### src/rtl/modulo_updown_counter.sv
// Modulo-MODULUS up/down counter with clear, clamped parallel load and a combinational terminal-count flag.
// Define MODULO_COUNTER_SATURATE_EN to hold at the range ends instead of wrapping.
module modulo_updown_counter #(
  parameter int WIDTH   = 4,
  parameter int MODULUS = 16
) (
  input  logic             clock,
  input  logic             reset,
  input  logic             clear,
  input  logic             load,
  input  logic [WIDTH-1:0] d,
  input  logic             count,
  input  logic             up,
  output logic [WIDTH-1:0] q,
  output logic             tc
);

  localparam logic [WIDTH-1:0] MAXV = WIDTH'(MODULUS - 1);

  function automatic logic [WIDTH-1:0] clamp_load(input logic [WIDTH-1:0] v);
    return (v > MAXV) ? MAXV : v;
  endfunction

  // The boundary compare comes before the add, so a full 2**WIDTH range never relies on overflow.
  function automatic logic [WIDTH-1:0] step_up(input logic [WIDTH-1:0] v);
    logic [WIDTH-1:0] r;
    if (v == MAXV) begin
`ifdef MODULO_COUNTER_SATURATE_EN
      r = MAXV;
`else
      r = '0;
`endif
    end else begin
      r = v + WIDTH'(1);
    end
    return r;
  endfunction

  function automatic logic [WIDTH-1:0] step_down(input logic [WIDTH-1:0] v);
    logic [WIDTH-1:0] r;
    if (v == '0) begin
`ifdef MODULO_COUNTER_SATURATE_EN
      r = '0;
`else
      r = MAXV;
`endif
    end else begin
      r = v - WIDTH'(1);
    end
    return r;
  endfunction

  logic [WIDTH-1:0] q_nxt;
  logic             at_end;

  always_comb begin
    at_end = up ? (q == MAXV) : (q == '0);
    tc     = count & ~clear & ~load & at_end;
  end

  always_comb begin
    q_nxt = q;
    if (clear) begin
      q_nxt = '0;
    end else if (load) begin
      q_nxt = clamp_load(d);
    end else if (count) begin
      q_nxt = up ? step_up(q) : step_down(q);
    end
  end

  // state register
  always_ff @(posedge clock or negedge reset) begin
    if (!reset) begin
      q <= '0;
    end else begin
      q <= q_nxt;
    end
  end

endmodule

### config.mk
export PLATFORM = sky130hd
export DESIGN_NAME = modulo_updown_counter
export DESIGN_NICKNAME = d
export VERILOG_FILES = /design/src/rtl/modulo_updown_counter.sv
export SDC_FILE = /design/constraint.sdc
export NUM_CORES = 1
export LEC_CHECK = 0
export CAP_MARGIN = 40
export CORE_AREA = 2 2 39 41
export DETAILED_ROUTE_END_ITERATION = 12
export DIE_AREA = 0 0 41 43
export GPL_TIMING_DRIVEN = 0
export PLACE_DENSITY_LB_ADDON = 0.05
export SLEW_MARGIN = 20
export SYNTH_ARGS = -nofsm -noshare
export SYNTH_HDL_FRONTEND = slang
export SYNTH_SLANG_ARGS = --single-unit
### constraint.sdc
create_clock -name clock -period 2.7 [get_ports clock]
set_clock_uncertainty 0.05 [all_clocks]
set_input_delay 0.405 -clock clock [delete_from_list [all_inputs] [get_ports clock]]
set_output_delay 0.405 -clock clock [all_outputs]
set_load 0.02 [all_outputs]
==> impl_metrics.json <==
{
  "combPwrFrac": 0.335,
  "hold_buffers": 0,
  "regMostFlops": "q",
  "drt-pass1-iter-count": 3,
  "p_leak_nw": 0.226,
  "die_area_sq_um": 1760,
  "finalHoldViolations": 0,
  "postLayoutCellArea_sq_um": 541,
  "coreArea_sq_um": 1380,
  "io_buffers": 12,
  "cp_cell_sequence": "inv_1 > ha_1 > nor2b_1 > nand2_1 > a21oi_1 > clkdlybuf4s50_1",
  "grt_pass1_vias": 340,
  "switchingPower_mw": 0.0659,
  "cts_tree": "yes",
  "final_cell_mix": "clkdlybuf4s50_1 (12), a21oi_1 (6), nand2_1 (5)",
  "first_iter_violations": 2,
  "dpl_cell_area_sq_um": 518,
  "synth.distinct_cells": 25,
  "dr_total_vias": 374,
  "yosysTopAreaCell": "dfrtp_1",
  "clock_power_share": 0.328,
  "crit_path_max_fanout": 7,
  "place_hpwl_um": 667,
  "seqPwrFrac": 0.337,
  "critPathTopFamily": "buffers and inverters",
  "largest_reg_flops": 4,
  "ir_drop_mv": 0.170,
  "synth.avg_cell_area_sq_um": 8.04,
  "final_cells": 78,
  "dpl_worst_slack_ns": 0.377,
  "synth_top_area_share": 0.265,
  "crit_buf_inv": 2,
  "initial_core_util": 0.273,
  "critPathSlowestCell": "clkdlybuf4s50_1",
  "track_usage": 0.114,
  "yosysWarnings": 0,
  "row_count": 14,
  "die_w_um": 41,
  "cts.sinks": 4,
  "status": "complete, no violations",
  "worstSetupPathType": "flop to primary output",
  "powerDensity_nw_per_um2": 405,
  "ys_ff_latch": 4,
  "path_clk_slew_ns": 0.04,
  "max_slew_margin": 0.758,
  "tightestPinTransition_ns": 0.364,
  "end_kind": "primary output",
  "fin_tns_setup_ns": 0,
  "avgRoutedWirePerCell_um": 10.6,
  "p_int_mw": 0.153,
  "hold_path.class": "input pin to asynchronous set/reset pin",
  "p_total_mw": 0.219,
  "postSynthNetCount": 60,
  "cts_resized": 0,
  "drv_slew": 0,
  "worst_slack_ns": 0.313,
  "io_pins": 15,
  "cts_setup_buffers": 0,
  "synth_area_leaders": "dfrtp_1 (26%), ha_1 (9.9%), a21oi_1 (7.9%)",
  "slowest_delay_ns": 0.61,
  "diodes": 0,
  "drive_gt1_frac": 0.0968,
  "max-cap-violations": 0,
  "synth_area_sq_um": 378,
  "fin_crit_ns": 2.39,
  "finalCritPeriodShare": 0.884,
  "die_h_um": 43,
  "drc": 0,
  "clk_path_buf_depth": 2,
  "wl_um": 823,
  "grt_pass1_wl_um": 1350,
  "root_buffer": "clkbuf_4",
  "worstPathRequired_ns": 2.25,
  "swShare": 0.301,
  "cp-start-kind": "flop",
  "final_common_cell": "clkdlybuf4s50_1",
  "grt_max_degree": 9,
  "crit_arrival_ns": 1.93,
  "timing.fmax_mhz": 419,
  "dp_cells": 75,
  "rsz0062_at_grt": "no",
  "place_congestion": 0.661,
  "cts-htree-levels": 1,
  "numCtsBuffers": 3,
  "top_regs": "q x4",
  "finalSetupViolations": 0,
  "clk_latency_ns": 0.23,
  "seq_area_frac_synth": 0.265,
  "synthCells": 47,
  "finalNetCount": 77,
  "final_antenna_net_count": 0,
  "area_growth_pct": 43.0,
  "avgViaCountPerCell": 4.79,
  "grt_overflow": 0,
  "antenna_found_initial": 0
}
==> worst paths after layout <==
| check | cells after the start | end | slack, ns | start |
|---|---|---|---|---|
| min in group clock | 2 | q[3] | 0.55 | count |
| max | 6 | tc | 0.31 | q[1] |
| min reg2reg | 3 | q[2] | 0.65 | q[2] |
| min | 1 | q[3] | 0.33 | reset |
| max in group asynchronous | 1 | q[0] | 2.11 | reset |
| max reg2reg | 6 | q[2] | 1.08 | q[0] |
==> synth_stat cells <==
cell type,number
nor2b_1,1
mux2i_1,1
o31ai_1,1
a21bo_1,1
nand4_1,1
o21bai_1,1
a211oi_1,1
a31oi_1,1
inv_2,1
o21ai_0,2
dfrtp_1,4
xor2_1,1
ha_1,3
xnor2_1,1
nor2_1,4
o311a_1,1
a21oi_1,6
a41oi_2,1
clkbuf_1,2
mux2_2,1
or4_1,1
nand2_1,5
inv_1,4
a311o_1,1
nand2b_1,1
==> metal layers <==
| layer | GRT usage | share of wire |
|---|---|---|
| met1 | 0.149 | 0.45 |
| met2 | 0.163 | 0.50 |
| met3 | 0.0157 | 0.043 |
| met4 | 0.0800 | 0 |
| met5 | 0 | 0 |
==> area by class of cell <==
cell class / count / area, sq um
timing repair buffer: 12 / 120
sequential: 4 / 100
buffer: 2 / 7.51
clock buffer: 3 / 22.5
tap: 16 / 20.0
inverter: 5 / 18.8
multi-input combinational: 36 / 251
fill: 155 / 843
==> power by group through the flow <==
stage | clock (mW) | combinational [mW] | sequential [mW]
detailed placement | 0 | 0.0737 | 0.0748
floorplan | 0 | 0.0381 | 0.0789
global placement | 0 | 0.0745 | 0.0752
finish | 0.0718 | 0.0734 | 0.0737
CTS | 0.0761 | 0.0742 | 0.0741
global route | 0.0786 | 0.0818 | 0.0754
==> cells by family (layout without fill, tap and decap cells) <==
kind of cell,after synthesis,after routing,share of synthesized area
XOR/XNOR,2,2,0.0464
adder cells (fa/ha/maj),3,3,0.0993
multiplexers,2,2,0.0563
flip-flops,4,4,0.265
AO/OA/AOI/OAI,16,16,0.305
buffers and inverters,7,22,0.0695
AND/OR/NAND/NOR,13,13,0.159
==> through the flow <==
stage	util	hold WS [ns]
floorplan	-	0.0594
global placement	0.374	0.577
detailed placement	0.374	0.576
CTS	0.391	0.326
global route	0.391	0.336
finish	0.391	0.327
Note: power is estimated with default switching activity, not from simulation.
